File: src/rtl/plane_fetch_scheduler.sv
// Per-line fetch scheduler for display planes A and B: shares one 16-bit memory
// read port between the planes and fills a small first-word-fall-through FIFO per plane.

module plane_fifo #(
  parameter int DEPTH = 16,
  parameter int CW    = 5
) (
  input  logic          clk,
  input  logic          reset,
  input  logic          flush,
  input  logic          push,
  input  logic [15:0]   wdata,
  input  logic          pop,
  output logic [15:0]   data,
  output logic          empty,
  output logic [CW-1:0] count
);
  localparam int AW = $clog2(DEPTH);

  logic [15:0]   mem [DEPTH];
  logic [AW-1:0] rd;
  logic [AW-1:0] wr;
  logic [15:0]   hold;
  logic          do_push;
  logic          do_pop;

  assign empty   = (count == '0);
  assign do_push = push && !flush;
  assign do_pop  = pop && !empty && !flush;
  // When empty the head shows the last word consumed, so a pop on empty leaves data untouched.
  assign data    = empty ? hold : mem[rd];

  always_ff @(posedge clk) begin
    if (do_push) mem[wr] <= wdata;
  end

  always_ff @(posedge clk) begin
    if (reset) begin
      rd    <= '0;
      wr    <= '0;
      count <= '0;
      hold  <= '0;
    end else if (flush) begin
      wr    <= rd;
      count <= '0;
    end else begin
      if (do_push) wr <= wr + 1'b1;
      if (do_pop) begin
        rd   <= rd + 1'b1;
        hold <= mem[rd];
      end
      case ({do_push, do_pop})
        2'b10:   count <= count + 1'b1;
        2'b01:   count <= count - 1'b1;
        default: count <= count;
      endcase
    end
  end
endmodule

module plane_fetch_scheduler #(
  parameter int FIFO_DEPTH = 16,
  parameter int ADDR_W     = 22
) (
  input  logic              clk,
  input  logic              reset,
  input  logic              new_frame,
  input  logic              new_line,
  input  logic              display_active,
  input  logic              en_a,
  input  logic              en_b,
  input  logic [ADDR_W-1:0] base_a,
  input  logic [ADDR_W-1:0] base_b,
  input  logic [8:0]        wpl_a,
  input  logic [8:0]        wpl_b,
  output logic              mem_req,
  output logic [ADDR_W-1:0] mem_addr,
  input  logic              mem_ack,
  input  logic [15:0]       mem_rdata,
  input  logic              pop_a,
  input  logic              pop_b,
  output logic [15:0]       data_a,
  output logic [15:0]       data_b,
  output logic              empty_a,
  output logic              empty_b,
  output logic              underrun,
  output logic              late
);
  localparam int CW = $clog2(FIFO_DEPTH) + 1;
  localparam logic [CW-1:0] DEPTH_C = CW'(FIFO_DEPTH);

  typedef enum logic {S_IDLE, S_WAIT} state_t;

  state_t            state, state_next;
  logic              gnt;
  logic              rr;
  logic              stale;
  logic [ADDR_W-1:0] ptr_a, ptr_b;
  logic [8:0]        rem_a, rem_b;
  logic [8:0]        rem_eff_a, rem_eff_b;
  logic [CW-1:0]     count_a, count_b;
  logic              elig_a, elig_b;
  logic              ack_fire, ack_a, ack_b;
  logic              line_go, flush;
  logic              grant_go, grant_sel;

  function automatic logic [ADDR_W-1:0] next_ptr(
    input logic [ADDR_W-1:0] ptr,
    input logic [ADDR_W-1:0] base,
    input logic [8:0]        rem_eff,
    input logic              ack,
    input logic              frame,
    input logic              line
  );
    logic [ADDR_W-1:0] step;
    step = ack ? ADDR_W'(2) : '0;
    if (frame)     return base;
    else if (line) return ptr + {{(ADDR_W-10){1'b0}}, rem_eff, 1'b0} + step;
    else           return ptr + step;
  endfunction

  always_comb begin
    line_go   = new_line && display_active;
    flush     = new_line || new_frame;
    ack_fire  = (state == S_WAIT) && mem_ack;
    // A request overtaken by a line or frame start is already accounted for; its ack only retires it.
    ack_a     = ack_fire && !stale && !gnt;
    ack_b     = ack_fire && !stale && gnt;
    rem_eff_a = rem_a - {8'd0, ack_a};
    rem_eff_b = rem_b - {8'd0, ack_b};
    elig_a    = (rem_a != 9'd0) &&
                ((count_a + {{(CW-1){1'b0}}, (state == S_WAIT) && !gnt}) < DEPTH_C);
    elig_b    = (rem_b != 9'd0) &&
                ((count_b + {{(CW-1){1'b0}}, (state == S_WAIT) && gnt}) < DEPTH_C);
  end

  always_ff @(posedge clk) begin
    if (reset) state <= S_IDLE;
    else       state <= state_next;
  end

  always_comb begin
    state_next = state;
    grant_go   = 1'b0;
    grant_sel  = rr;
    case (state)
      S_IDLE: begin
        if (!flush && (elig_a || elig_b)) begin
          grant_go   = 1'b1;
          grant_sel  = (elig_a && elig_b) ? rr : elig_b;
          state_next = S_WAIT;
        end
      end
      S_WAIT: begin
        if (mem_ack) state_next = S_IDLE;
      end
      default: state_next = S_IDLE;
    endcase
  end

  always_ff @(posedge clk) begin
    if (reset) begin
      mem_req  <= 1'b0;
      mem_addr <= '0;
      gnt      <= 1'b0;
      rr       <= 1'b0;
      stale    <= 1'b0;
      ptr_a    <= '0;
      ptr_b    <= '0;
      rem_a    <= '0;
      rem_b    <= '0;
      late     <= 1'b0;
      underrun <= 1'b0;
    end else begin
      if (grant_go) begin
        mem_req  <= 1'b1;
        mem_addr <= grant_sel ? ptr_b : ptr_a;
        gnt      <= grant_sel;
        if (elig_a && elig_b) rr <= ~grant_sel;
      end else if (ack_fire) begin
        mem_req <= 1'b0;
      end

      if (ack_fire)                         stale <= 1'b0;
      else if ((state == S_WAIT) && flush)  stale <= 1'b1;

      ptr_a <= next_ptr(ptr_a, base_a, rem_eff_a, ack_a, new_frame, line_go);
      ptr_b <= next_ptr(ptr_b, base_b, rem_eff_b, ack_b, new_frame, line_go);

      if (flush)      rem_a <= (line_go && en_a) ? wpl_a : 9'd0;
      else if (ack_a) rem_a <= rem_a - 9'd1;
      if (flush)      rem_b <= (line_go && en_b) ? wpl_b : 9'd0;
      else if (ack_b) rem_b <= rem_b - 9'd1;

      if (new_frame) late <= 1'b0;
      else if (line_go && ((rem_eff_a != 9'd0) || (rem_eff_b != 9'd0))) late <= 1'b1;

      if (new_frame) underrun <= 1'b0;
      else if ((pop_a && empty_a) || (pop_b && empty_b)) underrun <= 1'b1;
    end
  end

  plane_fifo #(.DEPTH(FIFO_DEPTH), .CW(CW)) u_fifo_a (
    .clk   (clk),
    .reset (reset),
    .flush (flush),
    .push  (ack_a && !flush),
    .wdata (mem_rdata),
    .pop   (pop_a),
    .data  (data_a),
    .empty (empty_a),
    .count (count_a)
  );

  plane_fifo #(.DEPTH(FIFO_DEPTH), .CW(CW)) u_fifo_b (
    .clk   (clk),
    .reset (reset),
    .flush (flush),
    .push  (ack_b && !flush),
    .wdata (mem_rdata),
    .pop   (pop_b),
    .data  (data_b),
    .empty (empty_b),
    .count (count_b)
  );
endmodule
File: config.mk
export PLATFORM = sky130hd
export DESIGN_NAME = plane_fetch_scheduler
export DESIGN_NICKNAME = d
export VERILOG_FILES = /design/src/rtl/plane_fetch_scheduler.sv
export SDC_FILE = /design/constraint.sdc
export NUM_CORES = 1
export LEC_CHECK = 0
export BUFFER_PORTS_ARGS = -buffer_cell sky130_fd_sc_hd__buf_2
export CORE_UTILIZATION = 40
export CTS_CLUSTER_SIZE = 30
export DETAILED_ROUTE_END_ITERATION = 10
export PLACE_DENSITY = 0.64
export SLEW_MARGIN = 10
export SYNTH_ARGS = -nofsm -noshare
export SYNTH_HDL_FRONTEND = slang
export SYNTH_SLANG_ARGS = --single-unit
File: constraint.sdc
create_clock -name clk -period 5.7 [get_ports clk]
set_clock_uncertainty 0.15 [all_clocks]
set_input_delay 1.14 -clock clk [delete_from_list [all_inputs] [get_ports clk]]
set_output_delay 1.14 -clock clk [all_outputs]
set_load 0.02 [all_outputs]
Yosys cells after proc, flatten, opt, wreduce, memory -nomap -nowiden:

Memories as Yosys holds them, arrays and structs flattened. A register that Yosys moved wholly into a read port is not among the register bits.
Index checks and enable logic that the tools add are counted.

* add/sub/neg operators: 20
* multiply operators: 0
* div/mod/pow operators: 0
* $lt $le $gt $ge: 2
* equality and inequality tests: 4
* shifts and indexed selects: 0
* muxes and demuxes: 38
* bitwise logic cells: 3
* reduce and logical (&&, ||, !) cells: 53

Operators by type and width (number)
* 22-bit two-way mux: 5
* 22-bit by 2-bit adder with 22-bit output: 4
* 9-bit two-way mux: 6
* 22-bit by 10-bit adder with 22-bit output: 2
* 9-bit nonzero test: 4
* 16-bit two-way mux: 2
* 4-bit two-way mux: 8
* 1-bit logical AND: 25
* 5-bit one-hot mux with 2 select lines: 2
* 9-bit by 1-bit subtractor with 9-bit output: 2
* 9-bit by 1-bit subtractor with 9-bit output (second input constant): 2
* 4-bit by 1-bit adder with 4-bit output (second input constant): 4
* 2-bit nonzero test: 7
* 1-bit two-way mux: 12
* 5-bit by 1-bit adder with 5-bit output: 2
* 5-bit by 1-bit adder with 5-bit output (second input constant): 2
* 5-bit logical NOT: 2
* 5-bit < comparator (second input constant): 2
* 5-bit by 1-bit subtractor with 5-bit output (second input constant): 2
* 2-bit AND reduction: 3
* 2-bit OR reduction: 3
* 1-bit logical NOT: 5
* 2-bit by 1-bit equality test with 1-bit output (second input constant): 2
* 2-bit equality test (second input constant): 2
* other kinds (4): 10

* bits in registers: 149
* latch bits: 0
* bits in writable memories: 512
* memory bits (read-only): 0
* bits of input ports: 88
* word-level logic and storage cells: 142
* memories kept: 2

Memory list
* u_fifo_a.mem: words 16, bits a word 16, rd ports 1, clocked after Yosys merged registers in 1, write ports 1, line 20 `logic [15:0] mem [DEPTH];`
* u_fifo_b.mem: words 16, bits a word 16, rd ports 1, clocked after Yosys merged registers in 1, write ports 1, line 20

Longest topological paths before layout:

Gate-level depths: netlist of the first run.

* depth after elaboration: 10
* gate-level depth with buffers: 18
* depth with buffers taken out: 16

By module:

Synthesis of the first run repeated with hierarchy kept, for this count alone.

* cell total of the unflattened synthesis: 2025
* area, all modules: 29230.5 µm²

By module, submodules not included
* plane_fifo: times used 2, cells an instance 618, area an instance 11492.3 µm², sequential area each 8348.0 µm²
* plane_fetch_scheduler: times used 1, cells an instance 789, area an instance 6246.0 µm², sequential area each 1821.7 µm²

Worst setup path before layout of the first run:

OpenSTA, ideal clock, no wires.

* kind: input to register
* start: in mem_ack
* end: reg ptr_a[19]
* setup time: 91 ps
* data arrival time: 4851 ps
* required time: 5459 ps
* setup slack: 608 ps
* cell stages on the path: 17
* buffers on the path: 1
* path through: nand2_1 or3_1 clkbuf_1 inv_2 ha_1 nor3b_1 nand2_1 or3_1 xnor2_1 ha_1 ha_1 and3_1 a311o_1 nor2_1 a211oi_2 a21bo_2 a311oi_1

* cells in the longest elaborated chain, start to end: 8
* elaborated cells on any way between the ends: 10

RTL lines
* start, declared: line 78 `input logic mem_ack,`
* 1-bit logical AND (*): line 125 `ack_fire = (state == S_WAIT) && mem_ack;`
* 1-bit logical AND (*) (2 in a row): line 127 `ack_a = ack_fire && !stale && !gnt;`
* 9-bit by 1-bit subtractor with 9-bit output: line 129 `rem_eff_a = rem_a - {8'd0, ack_a};`
* 22-bit by 10-bit adder with 22-bit output: line 118 `else if (line) return ptr + {{(ADDR_W-10){1'b0}}, rem_eff, 1'b0} + step;`
* 22-bit by 2-bit adder with 22-bit output: line 118
* 22-bit two-way mux (*): line 118
* 22-bit two-way mux (*): line 117 `if (frame) return base;`
* end signal, assigned: line 187 `ptr_a <= next_ptr(ptr_a, base_a, rem_eff_a, ack_a, new_frame, line_go);`
* end, declared: line 98 `logic [ADDR_W-1:0] ptr_a, ptr_b;`

Every way passes the cells marked *; elsewhere a longest branch is shown, timed or not.
A chain may end at the register's enable or synchronous reset.

Final worst setup path of the first run:

Ends and elaborated chain as after synthesis.

==> impl_metrics.json, run 1 <==
{
  "status": "finished clean",
  "drv_cap": 0,
  "ys_types": 75,
  "whs_ns": 0.302,
  "dpl.hpwl_mm": 44.9,
  "synth_nets": 2036,
  "final_hold_viol_count": 0,
  "slew_headroom_pct": 18.2,
  "grt_max_degree": 81,
  "fmax_mhz": 207,
  "drt-initial-drc-count": 1687,
  "clock_sinks": 669,
  "worst_pin_slew_ns": 1.23,
  "p_total_uw": 10100,
  "drive_above_1_share_pct": 25.7,
  "cp_common_cell": "ha_1",
  "cts_htree_levels": 3,
  "setup_viol": 0,
  "min_period_ns": 4.84,
  "grt_util_all_layers_pct": 19.3,
  "p_switching_uw": 2200,
  "viasPerCell": 5.65,
  "synth.largest_area_cell": "edfxtp_1",
  "grt_pass1_wl_mm": 107,
  "cts_hold_buf": 0,
  "vias": 17200,
  "routed_wl_mm": 70.2,
  "portBuffers": 146,
  "synth_top_area_share_pct": 53.8,
  "combPwrFrac_pct": 3.7,
  "fin_crit_sh_pct": 84.9,
  "clockBufferDepth": 3,
  "ir_drop_mv": 0.213,
  "die_w_um": 269,
  "synth_ff_type": "edfxtp_1",
  "place_ws_ns": 0.283,
  "power.density_mw_per_mm2": 308,
  "synthTopCellsByArea": "edfxtp_1, mux4_2, dfxtp_1",
  "grt_pass1_vias": 17500,
  "slew_viol_final": 0,
  "drc_errors": 0,
  "swShare_pct": 21.8,
  "ctsResizeCount": 0,
  "critPathMaxStageDelay_ns": 0.36,
  "hp-class": "flop to flop",
  "synth_enable_flop_cells": 512,
  "clkLatencyLatePin_ns": 0.61,
  "ant_nets": 0,
  "antenna_found_initial": 4,
  "clk_pin_slew_worst_paths_ns": 0.06,
  "fin_nets": 2207,
  "wl_per_cell_um": 23.0,
  "postCtsSetupRepairBufs": 0,
  "p_seq_share_pct": 52.7,
  "layout_setup_ws_ns": 0.859,
  "ys_seq_elements": 669,
  "initial_core_util_pct": 40.6,
  "tritoncts": "yes",
  "cts_root_buffer": "clkbuf_16",
  "syn_avg_cell_area_um2": 15.2,
  "p_int_uw": 7900,
  "nFillCells": 6055,
  "power_leakage_uw": 0.0109,
  "crit_type": "input pin to flop",
  "cp-start-kind": "input pin",
  "gp_congestion": 0.896,
  "fin_tns_setup_ns": 0,
  "placed_cells": 2922,
  "grt-ovfl-total": 0,
  "timing.critical_path.required_ns": 6.06,
  "yosysWarnings": 0,
  "rows": 97,
  "critPathMaxFanout": 5,
  "syn2layout_area_growth_pct": 14.8,
  "pwr-share-clk_pct": 43.6,
  "slowest_stage": "or3_1",
  "drtPass1Iterations": 5,
  "cts_buffers": 69,
  "ys_async_sr_fraction_pct": 0,
  "die_y_um": 269,
  "synth-seq-area-share_pct": 64.8,
  "dieArea_mm2": 0.0725,
  "rsz0062_at_grt": "no",
  "syn_area_mm2": 0.0286,
  "coreArea_mm2": 0.0704,
  "cp-end-kind": "flop",
  "synthCells": 1882,
  "path_cells": "buf_2 -> nand2_1 -> or3_1 -> inv_2 -> ha_1 -> nor3b_1 -> nand2_1 -> or3_1 -> xnor2_1 -> ha_1 -> ha_1 -> and3_1 -> a311o_1 -> nor2_1 -> a211oi_2 -> a21bo_2 -> a311oi_1",
  "stdcell_count": 3048,
  "num_io_pins": 147,
  "arrival_ns": 5.20
}
-- synth_stat cells (10+ instances only) --
master     instances
edfxtp_1         512
nand4_1           10
a21oi_1          114
nor2_1           149
mux4_2           160
nor4_1            10
mux2_2            32
clkbuf_1          63
buf_2             28
o2bb2ai_1         22
inv_1             29
xnor2_1           56
a211oi_1          45
ha_1              62
dfxtp_1          157
nand3_1           21
buf_1             13
nand2_1          154
or3_1             13
o21ai_0           26
nor3_1            27
and3_1            13
xor2_1            26
-- final timing paths --
path	start	cells after the start	end	slack, ns
worst min register to register	u_fifo_a.hold[13]$_SDFFE_PP0P_	2	u_fifo_a.hold[13]$_SDFFE_PP0P_	0.30
worst max-delay path	mem_ack	17	ptr_a[19]$_SDFF_PP0_	0.86
worst min-delay path	u_fifo_a.hold[13]$_SDFFE_PP0P_	2	u_fifo_a.hold[13]$_SDFFE_PP0P_	0.30
worst max register to register	state$_SDFF_PP0_	16	ptr_a[19]$_SDFF_PP0_	0.99
-- per-layer routing --
layer	vias to the layer above	wire, um	share of wire, %	global-route usage [%]
li1	7673	-	-	-
met2	583	34900	50	32.5
met5	-	27	0.038	0
met4	4	1880	2.7	6.74
met1	8839	28800	41	25.0
met3	110	4590	6.5	3.66
-- layout make-up --
class                   instances  area [um^2]  area share [%]
clock buffers                  84         1870            5.69
flip-flops and latches        669        18500            56.5
multi-input cells            1073         9580            29.2
repair buffers                206         1200            3.64
diodes                          2         5.00          0.0152
inverters                      34          128           0.389
clock inverters                40          342            1.04
well taps                     940         1180            3.58
-- logic make-up (layout without fill, tap and decap cells) --
group           after synthesis  count (layout)  share of synthesized area [%]
fa+ha+maj                    66              66                           2.99
compound gates              289             289                           6.73
flops                       669             669                           64.8
buf+inv                     140             364                           2.01
simple gates                442             442                           7.05
xor+xnor                     82              82                           2.51
mux                         194             194                           13.9
other cells                   0               2                              0
-- registers in the layout, indices dropped and copies added, names as in the netlist, 5 cells and up, named ones only --
register,count
u_fifo_a.count,5
mem_addr,22
rem_a,9
ptr_a,22
u_fifo_a.mem,256
u_fifo_b.mem,256
u_fifo_a.hold,16
u_fifo_b.hold,16
ptr_b,22
u_fifo_b.count,5
rem_b,9
-- power groups by stage --
| stage | Combinational (uW) | Sequential [uW] | Clock, uW |
|---|---|---|---|
| final | 374 | 5320 | 4400 |
| after global routing | 412 | 5320 | 4690 |
| after CTS | 374 | 5320 | 4500 |
| after detailed placement | 371 | 5420 | 0 |
| after global placement | 359 | 5420 | 0 |
| after floorplan | 209 | 5410 | 0 |
-- critical path, delay by kind of cell --
family | cells | cell delay (ns)
and+or+nand+nor | 7 | 1.74
AOI/OAI and AO/OA | 4 | 1.00
adders and majority gates | 3 | 0.80
xor gates and xnor gates | 1 | 0.29
buffers and inverters | 2 | 0.22
-- through the flow --
| step | area, um^2 | utilization, % |
|---|---|---|
| 3_3_place_gp | 30600 | 43.5 |
| 6_report | 32800 | 46.6 |
| 2_1_floorplan | 28600 | - |
| 4_1_cts | 32800 | 46.6 |
| 3_5_place_dp | 30600 | 43.5 |
| 5_1_grt | 32800 | 46.6 |
-- cells in the final DEF (no fill, tap or decap), types with 6 or more instances in the layout --
| master | n |
|---|---|
| a311oi_1 | 6 |
| clkinv_1 | 13 |
| clkbuf_16 | 72 |
| o21bai_1 | 6 |
| nor2_1 | 148 |
| xor2_1 | 26 |
| clkbuf_1 | 10 |
| nand2_1 | 154 |
| a21oi_1 | 114 |
| xnor2_1 | 56 |
| nand4_1 | 10 |
| a22oi_1 | 8 |
| nand3_1 | 21 |
| mux4_2 | 160 |
| o21ai_0 | 26 |
| edfxtp_1 | 512 |
| nor4_1 | 6 |
| dfxtp_1 | 153 |
| a21o_1 | 7 |
| a211oi_1 | 45 |
| and3_1 | 13 |
| ha_1 | 62 |
| and2_1 | 8 |
| buf_4 | 60 |
| mux2_2 | 32 |
| o2bb2ai_1 | 22 |
| buf_2 | 145 |
| o211ai_1 | 7 |
| a221oi_1 | 8 |
| inv_1 | 29 |
| nor3_1 | 18 |
| clkinv_2 | 11 |
| or3_1 | 13 |
| nor3_2 | 9 |
No activity file was read; power rests on OpenSTA's default activity.
==> run 2: changes to the inputs <==
ABC_AREA = 1   (was unset)
PLACE_DENSITY = 0.66   (was 0.64)
clock period = 4.45 ns   (was 5.7 ns; I/O delays follow)
==> run 2 against run 1 <==
  * Hold slack improved by 0.018 ns
  * Cell area rose by 8.6%
  * Core utilization is 0.55 points lower
  * Clock-buffer cell count is 3 higher
  * Via count increased by 32%
  * Non-clock buffer count up 30
  * Critical path type is now flop to flop
==> impl_metrics.json, run 2 <==
{
  "path_cells": "nand2_1 -> nor2_1 -> nand2_1 -> inv_1 -> ha_1 -> ha_1 -> nand3_1 -> xor2_1 -> inv_1 -> ha_1 -> ha_1 -> nand2_1 -> o21ai_0 -> nand2_1 -> nand4_1 -> nand2_1 -> o21ai_0 -> nand3_1 -> nand2_1 -> inv_1",
  "post_synth_fa_ha_maj_area_fraction_pct": 2.74,
  "drtPass1Iterations": 7,
  "die_w_um": 281,
  "cp_top_family": "simple AND/OR/NAND/NOR gates",
  "synth_compound_area_share_pct": 13.7,
  "synthCells": 3056,
  "ys_async_sr_fraction_pct": 0,
  "grt_pass1_wl_mm": 124,
  "layout_common_cells": "edfxtp_1, nand2_1, inv_1, o21ai_0, a21oi_1",
  "syn_avg_cell_area_um2": 10.2,
  "holdPathStages": 2,
  "setup_viol": 0,
  "regToRegStartpoint": "state$_SDFF_PP0_",
  "min_period_ns": 3.93,
  "p_total_uw": 13400,
  "drt-initial-drc-count": 1757,
  "yosys.area_share.simple_pct": 12.2,
  "synth_ff_type": "edfxtp_1",
  "rsz0062_at_grt": "no",
  "critPathMaxFanout": 6,
  "yosysMostFrequentCell": "edfxtp_1",
  "clkLatencyLatePin_ns": 0.61,
  "routed_wl_mm": 81.8,
  "crit_type": "flop to flop",
  "slowest_stage": "dfxtp_1",
  "cp.buffers_inverters": 3,
  "grt-ovfl-total": 0,
  "syn2layout_area_growth_pct": 14.1,
  "clockBufferDepth": 3,
  "startpoint": "state$_SDFF_PP0_",
  "r2r_cells": 20,
  "synth_enable_flop_cells": 512,
  "critPathMaxStageDelay_ns": 0.48,
  "fmax_mhz": 255,
  "synthTopCellsByCount": "edfxtp_1, nand2_1, inv_1, o21ai_0, a21oi_1",
  "reg_top3": "u_fifo_a.mem (256), u_fifo_b.mem (256)",
  "yosysWarnings": 0,
  "ant_nets": 0,
  "final_hold_viol_count": 0,
  "drc_errors": 0,
  "initial_core_util_pct": 40.4,
  "cp_common_cell": "nand2_1",
  "cp-start-kind": "flop",
  "rows": 102,
  "viasPerCell": 5.26,
  "ys_types": 50,
  "slew_headroom_pct": 32.4,
  "ys_seq_elements": 669,
  "power.density_mw_per_mm2": 376,
  "cts_hold_buf": 0,
  "cts_buffers": 71,
  "clk_pin_slew_worst_paths_ns": 0.06,
  "synth-seq-area-share_pct": 59.3,
  "yosys.area_share.xor_xnor_pct": 1.37,
  "power_leakage_uw": 0.0136,
  "cp-end-kind": "flop",
  "cts_htree_levels": 3,
  "ctsResizeCount": 0,
  "drive_above_1_share_pct": 12.1,
  "timing.critical_path.required_ns": 4.80,
  "arrival_ns": 4.27,
  "antenna_found_initial": 1,
  "portBuffers": 146,
  "dieArea_mm2": 0.0792,
  "ir_drop_mv": 0.251,
  "crit_cells": 20,
  "reg2reg_to": "ptr_b[17]$_SDFF_PP0_",
  "synth_top_area_share_pct": 49.2,
  "gp_congestion": 0.953,
  "worst_pin_slew_ns": 1.01,
  "n_antenna_cell": 0,
  "synth.largest_area_cell": "edfxtp_1",
  "hp-class": "flop to flop",
  "status": "finished clean",
  "slew_viol_final": 0,
  "synthMuxAreaShare_pct": 4.10,
  "synthTopCellsByArea": "edfxtp_1, dfxtp_1, nand2_1",
  "fin_tns_setup_ns": 0,
  "tritoncts": "yes",
  "fin_nets": 3373,
  "drv_cap": 0,
  "cts_root_buffer": "clkbuf_16",
  "critPathCapture": "ptr_b[17]$_SDFF_PP0_",
  "dpl.hpwl_mm": 53.9,
  "fin_crit_sh_pct": 88.2,
  "clock_sinks": 669,
  "syn_area_mm2": 0.0312,
  "wl_per_cell_um": 19.0,
  "grt_util_all_layers_pct": 20.6,
  "synth_top_family_by_area": "compound AO/OA/AOI/OAI gates",
  "synth_nets": 3210,
  "coreArea_mm2": 0.0773,
  "r2r_slack_ns": 0.52,
  "postCtsSetupRepairBufs": 0,
  "die_y_um": 281,
  "vias": 22700,
  "grt_pass1_vias": 21500,
  "layout_commonest_cell": "edfxtp_1",
  "grt_max_degree": 65,
  "num_io_pins": 147
}
==> run 2: cell types whose count changed after synthesis, moves of 126 or more <==
cell	previous run	this run
inv_1	29	356
nand2_1	154	473
mux4_2	160	0
a21oi_1	114	249
mux2i_1	2	128
o21ai_0	26	287
==> run 2: logic make-up after synthesis <==
logic type                 after synthesis
AOI/OAI and AO/OA                      756
and+or+nand+nor                        869
xor gates and xnor gates                49
muxes                                  128
buffers and inverters                  519
DFF                                    669
adders and majority gates               66
==> run 2: worst min-delay path by stage <==
stage	startpoint	end	slack, ns
final	stale$_SDFFE_PP0P_	stale$_SDFFE_PP0P_	0.32
after global routing	late$_SDFFE_PP0P_	late$_SDFFE_PP0P_	0.34
after CTS	u_fifo_a.count[0]$_SDFFE_PP0P_	u_fifo_a.count[0]$_SDFFE_PP0P_	0.31
after detailed placement	u_fifo_a.count[0]$_SDFFE_PP0P_	u_fifo_a.count[0]$_SDFFE_PP0P_	0.30
after global placement	late$_SDFFE_PP0P_	late$_SDFFE_PP0P_	0.30
after floorplan	u_fifo_a.count[0]$_SDFFE_PP0P_	u_fifo_a.count[0]$_SDFFE_PP0P_	0.29
==> run 2: where the power goes <==
part | internal [uW] | total, uW | leakage [uW] | switching [uW]
combinational | 229 | 748 | 0.00667 | 519
sequential | 6780 | 6870 | 0.00589 | 94.7
clock | 3270 | 5780 | 0.00108 | 2500
total | 10300 | 13400 | 0.0136 | 3120
==> run 2: final cells by class <==
class | count | area (um^2)
Timing Repair Buffer | 236 | 1520
Sequential cell | 669 | 18500
Clock inverter | 44 | 409
Multi-Input combinational cell | 1868 | 10600
Fill cell | 7234 | 41700
Clock buffer | 87 | 1840
Inverter | 373 | 1400
Tap cell | 1040 | 1300
==> run 2: stage by stage <==
stage / util, % / hold WS, ns / cells / instance area, um^2 / setup slack (ns)
after detailed placement: 43.2 / 0.302 / 4186 / 33400 / 0.110
after CTS: 46.1 / 0.314 / 4317 / 35600 / 0.547
final: 46.1 / 0.320 / 4317 / 35600 / 0.525
after global placement: 43.2 / 0.297 / 4186 / 33400 / 0.108
after floorplan: - / 0.286 / 3056 / 31200 / 0.613
after global routing: 46.1 / 0.336 / 4317 / 35600 / 0.0702
==> run 2: worst min-delay path, stage by stage, from the launching register on <==
cell and delay [ns]:
dfxtp_1 0.33, a21oi_1 0.04, nor2_1 0.07
==> run 2: layer usage <==
| metal | share of wire, % | vias to the layer above | global-route usage, % |
|---|---|---|---|
| met5 | 0 | - | 0 |
| met4 | 2.6 | 0 | 6.47 |
| met3 | 5.6 | 117 | 2.99 |
| met2 | 47 | 671 | 33.4 |
| met1 | 45 | 10900 | 28.4 |
| li1 | - | 11000 | - |
